File: config.mk
export PLATFORM = sky130hd
export DESIGN_NAME = ebi_read_responder
export DESIGN_NICKNAME = d
export VERILOG_FILES = /design/src/rtl/ebi_read_responder.sv
export SDC_FILE = /design/constraint.sdc
export NUM_CORES = 1
export LEC_CHECK = 0
export CORE_ASPECT_RATIO = 0.9
export CORE_UTILIZATION = 35
export DETAILED_ROUTE_END_ITERATION = 12
export PLACE_DENSITY_LB_ADDON = 0.12
export REMOVE_ABC_BUFFERS = 1
export SLEW_MARGIN = 5
export SYNTH_ARGS = -nofsm -noshare
export SYNTH_HDL_FRONTEND = slang
export SYNTH_SLANG_ARGS = --single-unit
File: constraint.sdc
create_clock -name clk -period 1.9 [get_ports clk]
set_input_delay 0.475 -clock clk [delete_from_list [all_inputs] [get_ports clk]]
set_output_delay 0.475 -clock clk [all_outputs]
set_load 0.02 [all_outputs]
File: src/rtl/ebi_read_responder.sv
// EBI read responder: synchronizes the MCU external bus and issues one fabric read per RE low pulse.
// It then returns the fabric data, or IDLE_DATA on timeout, to the pad driver while RE stays low.
module ebi_read_responder #(
   parameter int unsigned SYNC_STAGES    = 2,
   parameter int unsigned TIMEOUT_CYCLES = 16,
   parameter logic [15:0] IDLE_DATA      = 16'hDEAD
) (
   input  logic        clk,
   input  logic        reset,
   input  logic [15:0] EBI_AD,
   input  logic        EBI_ALE,
   input  logic        EBI_CS,
   input  logic        EBI_RE,
   input  logic        EBI_WE,
   output logic [15:0] ebi_ad_out,
   output logic        ebi_ad_oe,
   output logic [15:0] rd_addr,
   output logic        rd_req,
   input  logic [15:0] rd_data,
   input  logic        rd_valid,
   output logic        timeout_err
);

   localparam int unsigned AW  = 16;
   localparam int unsigned SS  = (SYNC_STAGES < 2) ? 2 : SYNC_STAGES;
   localparam int unsigned SW  = AW + 4;
   localparam int unsigned TMO = (TIMEOUT_CYCLES < 1) ? 1 : TIMEOUT_CYCLES;
   localparam int unsigned CW  = (TMO > 1) ? $clog2(TMO) : 1;

   typedef enum logic [1:0] {
      ST_IDLE,
      ST_REQ,
      ST_WAIT,
      ST_DRIVE
   } state_t;

   state_t          state_q, state_d;
   logic [SW-1:0]   sync_q [SS];
   logic [AW-1:0]   ad_s;
   logic            ale_s, cs_s, re_s, we_s, we_nxt;
   logic            re_prev_q;
   logic [AW-1:0]   addr_q;
   logic [CW-1:0]   cnt_q, cnt_d;
   logic [AW-1:0]   rd_addr_q, rd_addr_d;
   logic [AW-1:0]   ad_out_q, ad_out_d;
   logic            rd_req_q, oe_q, terr_q, terr_d;
   logic            abort;
   logic            rd_start;

   // Input synchronizers; bus and strobes share one chain so they stay aligned.
   always_ff @(posedge clk) begin
      if (reset) begin
         for (int i = 0; i < int'(SS); i++) begin
            sync_q[i] <= '0;
         end
      end else begin
         sync_q[0] <= {EBI_AD, EBI_ALE, EBI_CS, EBI_RE, EBI_WE};
         for (int i = 1; i < int'(SS); i++) begin
            sync_q[i] <= sync_q[i-1];
         end
      end
   end

   assign ad_s   = sync_q[SS-1][SW-1:4];
   assign ale_s  = sync_q[SS-1][3];
   assign cs_s   = sync_q[SS-1][2];
   assign re_s   = sync_q[SS-1][1];
   assign we_s   = sync_q[SS-1][0];
   // Value WE_s takes after the coming edge, so the registered enable never overlaps a write.
   assign we_nxt = sync_q[SS-2][0];

   // Address phase latch and RE edge history.
   always_ff @(posedge clk) begin
      if (reset) begin
         addr_q    <= '0;
         re_prev_q <= 1'b0;
      end else begin
         re_prev_q <= re_s;
         if (!ale_s) begin
            addr_q <= ad_s;
         end
      end
   end

   assign abort    = re_s | cs_s;
   assign rd_start = !cs_s && we_s && !re_s && re_prev_q;

   always_ff @(posedge clk) begin
      if (reset) begin
         state_q   <= ST_IDLE;
         cnt_q     <= '0;
         rd_addr_q <= '0;
         ad_out_q  <= '0;
         rd_req_q  <= 1'b0;
         oe_q      <= 1'b0;
         terr_q    <= 1'b0;
      end else begin
         state_q   <= state_d;
         cnt_q     <= cnt_d;
         rd_addr_q <= rd_addr_d;
         ad_out_q  <= ad_out_d;
         rd_req_q  <= (state_d == ST_REQ);
         oe_q      <= (state_d == ST_DRIVE) && we_nxt;
         terr_q    <= terr_d;
      end
   end

   // Next-state: one request per RE falling edge, then wait for data, timeout or abort.
   always_comb begin
      state_d   = state_q;
      cnt_d     = cnt_q;
      rd_addr_d = rd_addr_q;
      ad_out_d  = ad_out_q;
      terr_d    = 1'b0;
      case (state_q)
         ST_IDLE: begin
            if (rd_start) begin
               state_d   = ST_REQ;
               rd_addr_d = addr_q;
            end
         end
         ST_REQ: begin
            if (abort) begin
               state_d = ST_IDLE;
            end else if (rd_valid) begin
               state_d  = ST_DRIVE;
               ad_out_d = rd_data;
            end else begin
               state_d = ST_WAIT;
               cnt_d   = '0;
            end
         end
         ST_WAIT: begin
            if (abort) begin
               state_d = ST_IDLE;
            end else if (rd_valid) begin
               state_d  = ST_DRIVE;
               ad_out_d = rd_data;
            end else if (cnt_q == CW'(TMO - 1)) begin
               state_d  = ST_DRIVE;
               ad_out_d = IDLE_DATA;
               terr_d   = 1'b1;
            end else begin
               cnt_d = cnt_q + CW'(1);
            end
         end
         ST_DRIVE: begin
            if (abort || !we_s) begin
               state_d = ST_IDLE;
            end
         end
         default: begin
            state_d = ST_IDLE;
         end
      endcase
   end

   assign ebi_ad_out  = ad_out_q;
   assign ebi_ad_oe   = oe_q;
   assign rd_addr     = rd_addr_q;
   assign rd_req      = rd_req_q;
   assign timeout_err = terr_q;

endmodule

==> impl_metrics.csv, run 1 <==
group,metric,value,unit
status,status,"complete, no violations",
synth,ys_ff_latch,98,
hold_path,hold_depth,1,
place,place_hpwl,4260,µm
floorplanning,rows,33,
setup_path,worstPathMaxFanout,2,
sta,post-route-period-util,95.9,%
synth,syn_avg_cell_area,9.82,µm²
route,routedWlPerCell,11.5,µm
setup_path,r2r_cells,5,
synth,synth_adder_area_share,0.373,%
floorplanning,die_h,94.9,µm
sta,min_period,1.82,ns
place,gp_congestion,0.743,
finish,instances_no_fill,544,
cts,post_cts.repair.setup_buffers,0,
setup_path,crit_buf_inv,1,
synth,synthSimpleGateAreaFrac,20.8,%
setup_path,cp.required,1.42,ns
route,routed_wl,6280,µm
setup_path,crit_cells,1,
sta,timing.slew.headroom,73.8,%
setup_path,cp_cell_sequence,"clkdlybuf4s50_1",
pwr,p_per_area,819,mW/mm²
synth,syn_inst,342,
run,maxCapViolCount,0,
finish,final_net_count,457,
sta,hold_viol,0,
sta,rsz0062_at_grt,"false",
route,topRoutingLayerUsed,"met4",
synth,syn_area,0.00336,mm²
cts,cts_buffers,9,
place,portBuffers,73,
finish,final_cell_mix,"dfxtp_1 (98), clkdlybuf4s50_1 (72), nor2b_1 (43), nand2_1 (41), nor2_1 (35)",
floorplanning,coreArea,0.00921,mm²
pwr,p_leak,1.59,nW
floorplanning,start_util,36.5,%
finish,final_area,0.00442,mm²
route,vias_per_cell,4.40,
synth,synth_compound_area_share,10.4,%
cts,cts-root-buf,"clkbuf_8",
grt,grt_max_degree,37,
setup_path,setup.worst_path.end_class,"primary output",
setup_path,cp_top_family,"buffers and inverters",
cts,clock-sinks,98,
setup_path,critPathMaxStageDelay,0.65,ns
grt,grt_overflow,0,
synth,synth_xor_area_share,0.261,%
sta,max_freq,0.549,GHz
cts,clkTransAtPathRegs,0.10,ns
route,vias,2393,
synth,synth_top_family_by_area,"simple AND/OR/NAND/NOR gates",
floorplanning,die-area,0.00999,mm²
grt,grt_pass1_wl,10400,µm
grt,grtUsageTotal,13.2,%
route,ant_nets,0,
synth,synth_seq_area_share,58.4,%
sta,finalWorstSetupSlack,0.0771,ns
sta,tightest_slew,0.392,ns
cts,hold_buffers,0,
finish,layout_commonest_cell,"dfxtp_1",
cts,insertion_delay,0.36,ns
finish,drive_gt1_share,9.72,%
finish,area_growth_syn_to_layout,31.6,%
sta,slew_viol_final,0,
cts,post_cts_resized,0,
route,drt-met1-wl,3040,µm
place,placedCellCount,528,
finish,antennaDiodeCount,0,
floorplanning,fp.dieW,105,µm
sta,setup_viol,0,
synth,synth.distinct_cells,34,
cts,cts_max_path_buffers,2,
setup_path,crit_path_top_delay_cell,"clkdlybuf4s50_1",
synth,muxShareOfSynthArea,5.07,%
grt,grt_pass1_vias,2207,
sta,setup-tns-final,0,ns
route,wl_met2,2930,µm
sta,fin_skew,0.0132,ns
grt,antenna_found_initial,0,
route,drtPass1Iterations,5,
setup_path,crit_type,"reg -> out",
pwr,irDropWorstVdd,0.393,mV
synth,yosysWarnings,0,
route,met3_length,250,µm
setup_path,cp.arrival,1.35,ns
cts,cts_tree,"built",
cts,htreeDepth,3,
setup_path,startpoint_type,"flip-flop",
route,drt-initial-drc-count,67,
place,post-place-ws,-0.109,ns
sta,holdWs,0.442,ns
hold_path,hp-class,"reg -> reg",
floorplanning,io_pins,74,
place,place_area,0.00422,mm²
route,drc,0,
## sequential cells by signal, indices dropped and copies added (netlist names)
signal       flops
rd_req           1
sync_q          40
addr_q          16
ebi_ad_out      16
rd_addr         16
ebi_ad_oe        1
state_q          2
re_prev_q        1
cnt_q            4
timeout_err      1
## layout make-up
cell class | instances | area (µm²)
Multi-Input combinational cell | 210 | 1240
Fill cell | 918 | 4790
Sequential cell | 98 | 1960
Tap cell | 122 | 153
Clock buffer | 9 | 124
Clock inverter | 7 | 71.3
Inverter | 13 | 48.8
Timing Repair Buffer | 85 | 818
## per-stage QoR
stage | util [%] | total power [W]
3_5_place_dp | 45.9 | 0.00237
4_1_cts | 48.0 | 0.00367
5_1_grt | 48.0 | 0.00377
2_1_floorplan | - | 0.00223
3_3_place_gp | 45.9 | 0.00236
6_report | 48.0 | 0.00362
## routing by layer
layer / up-vias / global-route usage [%]
li1: 1268 / -
met1: 1085 / 15.9
met2: 35 / 22.0
met3: 5 / 4.83
met4: 0 / 4.23
met5: - / 0
## worst paths after layout
path / startpoint / slack [ns] / to
worst max-delay path: rd_addr[7] / 0.08 / rd_addr[7]
worst min-delay path: sync_q[0][1] / 0.44 / sync_q[0][21]
worst max register to register: cnt_q[0] / 0.25 / ebi_ad_out[0]
worst min register to register: sync_q[0][1] / 0.44 / sync_q[0][21]
## cell usage after synthesis
cell	count	area, µm²
nand4b_1	2	17.5
o31ai_1	1	7.51
nor4b_1	1	8.76
nand2b_4	1	13.8
nand3b_1	1	7.51
and4_1	1	8.76
mux2i_1	17	170
a31oi_1	3	18.8
a211oi_1	3	22.5
a211oi_2	10	125
buf_6	2	22.5
dfxtp_1	98	1960
nand4_1	2	12.5
xor2_1	1	8.76
and3b_1	1	8.76
nor2b_1	43	269
nand2_1	41	154
ha_1	1	12.5
and3_1	2	12.5
nand3_1	3	15.0
nor2_1	35	131
o31a_1	1	8.76
nor3_1	3	15.0
o21ai_0	9	45.0
nor4_1	2	12.5
or2_1	1	6.26
inv_1	12	45.0
o211ai_1	1	7.51
or3_1	1	6.26
a21oi_1	23	115
buf_2	4	20.0
inv_2	1	3.75
clkbuf_1	13	48.8
buf_4	2	15.0
## power by group
part / internal [W] / switching (W)
registers: 0.00210 / 0.0000149
logic: 0.000118 / 0.0000819
clock network: 0.000514 / 0.000788
total: 0.00274 / 0.000885
## cell families after synthesis
kind of cell | after synthesis
simple gates | 140
xor+xnor | 1
flops | 98
fa+ha+maj | 1
mux | 17
compound gates | 51
buf+inv | 34
Power figures use the tool's default switching activity.
==> run 2, diff against run 1 <==
--- a/config.mk
+++ b/config.mk
@@ -6,7 +6,7 @@
 export NUM_CORES = 1
 export LEC_CHECK = 0
 export CORE_ASPECT_RATIO = 0.9
-export CORE_UTILIZATION = 35
+export CORE_UTILIZATION = 49
 export DETAILED_ROUTE_END_ITERATION = 12
 export PLACE_DENSITY_LB_ADDON = 0.12
 export REMOVE_ABC_BUFFERS = 1
==> impl_metrics.csv, run 2 (same netlist as run 1, synthesis figures left out) <==
group,metric,value,unit
grt,grt_overflow,0,
route,drc,0,
sta,max_freq,0.551,GHz
finish,regArea,0.00196,mm²
finish,fin_util,66.6,%
finish,area_growth_syn_to_layout,30.7,%
floorplanning,coreArea,0.00659,mm²
finish,final_cell_mix,"dfxtp_1 (98), clkdlybuf4s50_1 (72), nor2b_1 (43), nand2_1 (41), nor2_1 (35)",
grt,grt_max_degree,36,
route,ant_nets,0,
floorplanning,fp.dieW,89.3,µm
setup_path,cp_top_family,"buffers and inverters",
floorplanning,io_pins,74,
sta,tightest_slew,0.403,ns
route,drt-initial-drc-count,55,
place,place_hpwl,4060,µm
route,vias,2432,
grt,grt_pass1_wl,10100,µm
sta,hold_viol,0,
cts,clock-sinks,98,
setup_path,cp.required,1.42,ns
cts,htreeDepth,3,
finish,drive_gt1_share,9.72,%
cts,cts_tree,"built",
floorplanning,die-area,0.00719,mm²
setup_path,startpoint_type,"flip-flop",
grt,grtUsageTotal,18.9,%
cts,cts-root-buf,"clkbuf_8",
finish,layout_commonest_cell,"dfxtp_1",
cts,cts_buffers,9,
finish,final_net_count,457,
floorplanning,die_h,80.5,µm
setup_path,crit_path_top_delay_cell,"clkdlybuf4s50_1",
setup_path,critPathMaxStageDelay,0.62,ns
setup_path,crit_type,"reg -> out",
cts,cts_max_path_buffers,2,
pwr,p_leak,1.60,nW
sta,rsz0062_at_grt,"false",
finish,largest_register_ffs,40,
sta,fin_skew,0.00932,ns
setup_path,cp_cell_sequence,"clkdlybuf4s50_1",
cts,hold_buffers,0,
route,vias_per_cell,4.75,
floorplanning,start_util,51.0,%
route,routedWlPerCell,11.7,µm
route,drtPass1Iterations,5,
setup_path,setup.worst_path.end_class,"primary output",
setup_path,worstPathMaxFanout,2,
cts,post_cts.repair.setup_buffers,0,
grt,grt_pass1_vias,2240,
route,routed_wl,5980,µm
sta,timing.slew.headroom,73.0,%
finish,num-fill-cells,579,
finish,top_register,"sync_q",
finish,final_area,0.00439,mm²
setup_path,crit_buf_inv,1,
pwr,irDropWorstVdd,0.613,mV
setup_path,rrSetupSlack,0.28,ns
finish,multi_input_area,0.00124,mm²
place,gp_congestion,0.780,
cts,post_cts_resized,0,
hold_path,hp-class,"reg -> reg",
setup_path,cp.arrival,1.34,ns
cts,insertion_delay,0.36,ns
finish,antennaDiodeCount,0,
place,portBuffers,73,
grt,antenna_found_initial,0,
sta,setup_viol,0,
sta,slew_viol_final,0,
run,maxCapViolCount,0,
cts,clkTransAtPathRegs,0.10,ns
sta,post-route-period-util,95.6,%
status,status,"complete, no violations",
sta,min_period,1.82,ns
pwr,p_per_area,822,mW/mm²
place,place_area,0.00420,mm²
floorplanning,rows,28,
## run 2: where the power goes
group          switching (W)  total (W)  internal [W]
logic              0.0000814   0.000202      0.000120
registers          0.0000155    0.00212       0.00210
clock network       0.000747    0.00129      0.000539
## run 2: layout make-up
class | instances | area share, %
Tap cell | 90 | 2.57
Sequential cell | 98 | 44.7
Clock inverter | 6 | 1.28
Inverter | 13 | 1.11
Timing Repair Buffer | 85 | 18.9
Clock buffer | 10 | 3.14
Multi-Input combinational cell | 210 | 28.3
## run 2: through the flow
| step | power (W) | worst slack, ns | hold WS (ns) | setup TNS (ns) | instances |
|---|---|---|---|---|---|
| floorplan | 0.00223 | 0.444 | 0.414 | 0 | 321 |
| global placement | 0.00236 | 0.0238 | 0.417 | 0 | 496 |
| detailed placement | 0.00237 | -0.0190 | 0.420 | -0.0229 | 496 |
| CTS | 0.00364 | 0.0594 | 0.443 | 0 | 512 |
| global route | 0.00377 | 0.0143 | 0.457 | 0 | 512 |
| finish | 0.00361 | 0.0836 | 0.442 | 0 | 512 |
## run 2: worst reg2reg max path, delay by kind of cell, from the launching register on
family / cells / cell delay (ns)
AOI/OAI and AO/OA: 3 / 0.64
DFF: 1 / 0.40
adders and majority gates: 1 / 0.28
and+or+nand+nor: 1 / 0.23
## run 2: per-layer routing
metal | vias up | track usage (%) | wire, µm
met5 | - | 0 | 0
met4 | 0 | 6.67 | 87
met3 | 7 | 7.40 | 249
met1 | 1121 | 23.1 | 2770
met2 | 39 | 30.0 | 2880
li1 | 1265 | - | -
## run 2: final timing paths
path / start / endpoint / cells past startpoint
setup reg to reg: cnt_q[0] / ebi_ad_out[0] / 5
hold reg to reg: sync_q[0][4] / sync_q[0][24] / 1
hold / removal: sync_q[0][4] / sync_q[0][24] / 1
setup / recovery: rd_addr[2] / rd_addr[2] / 1
==> run 3, diff against run 2 <==
--- a/config.mk
+++ b/config.mk
@@ -14,3 +14,4 @@
 export SYNTH_ARGS = -nofsm -noshare
 export SYNTH_HDL_FRONTEND = slang
 export SYNTH_SLANG_ARGS = --single-unit
+export TNS_END_PERCENT = 5
==> results of run 3 <==
The final DEF is identical to that of run 2; final timing and power are the same.
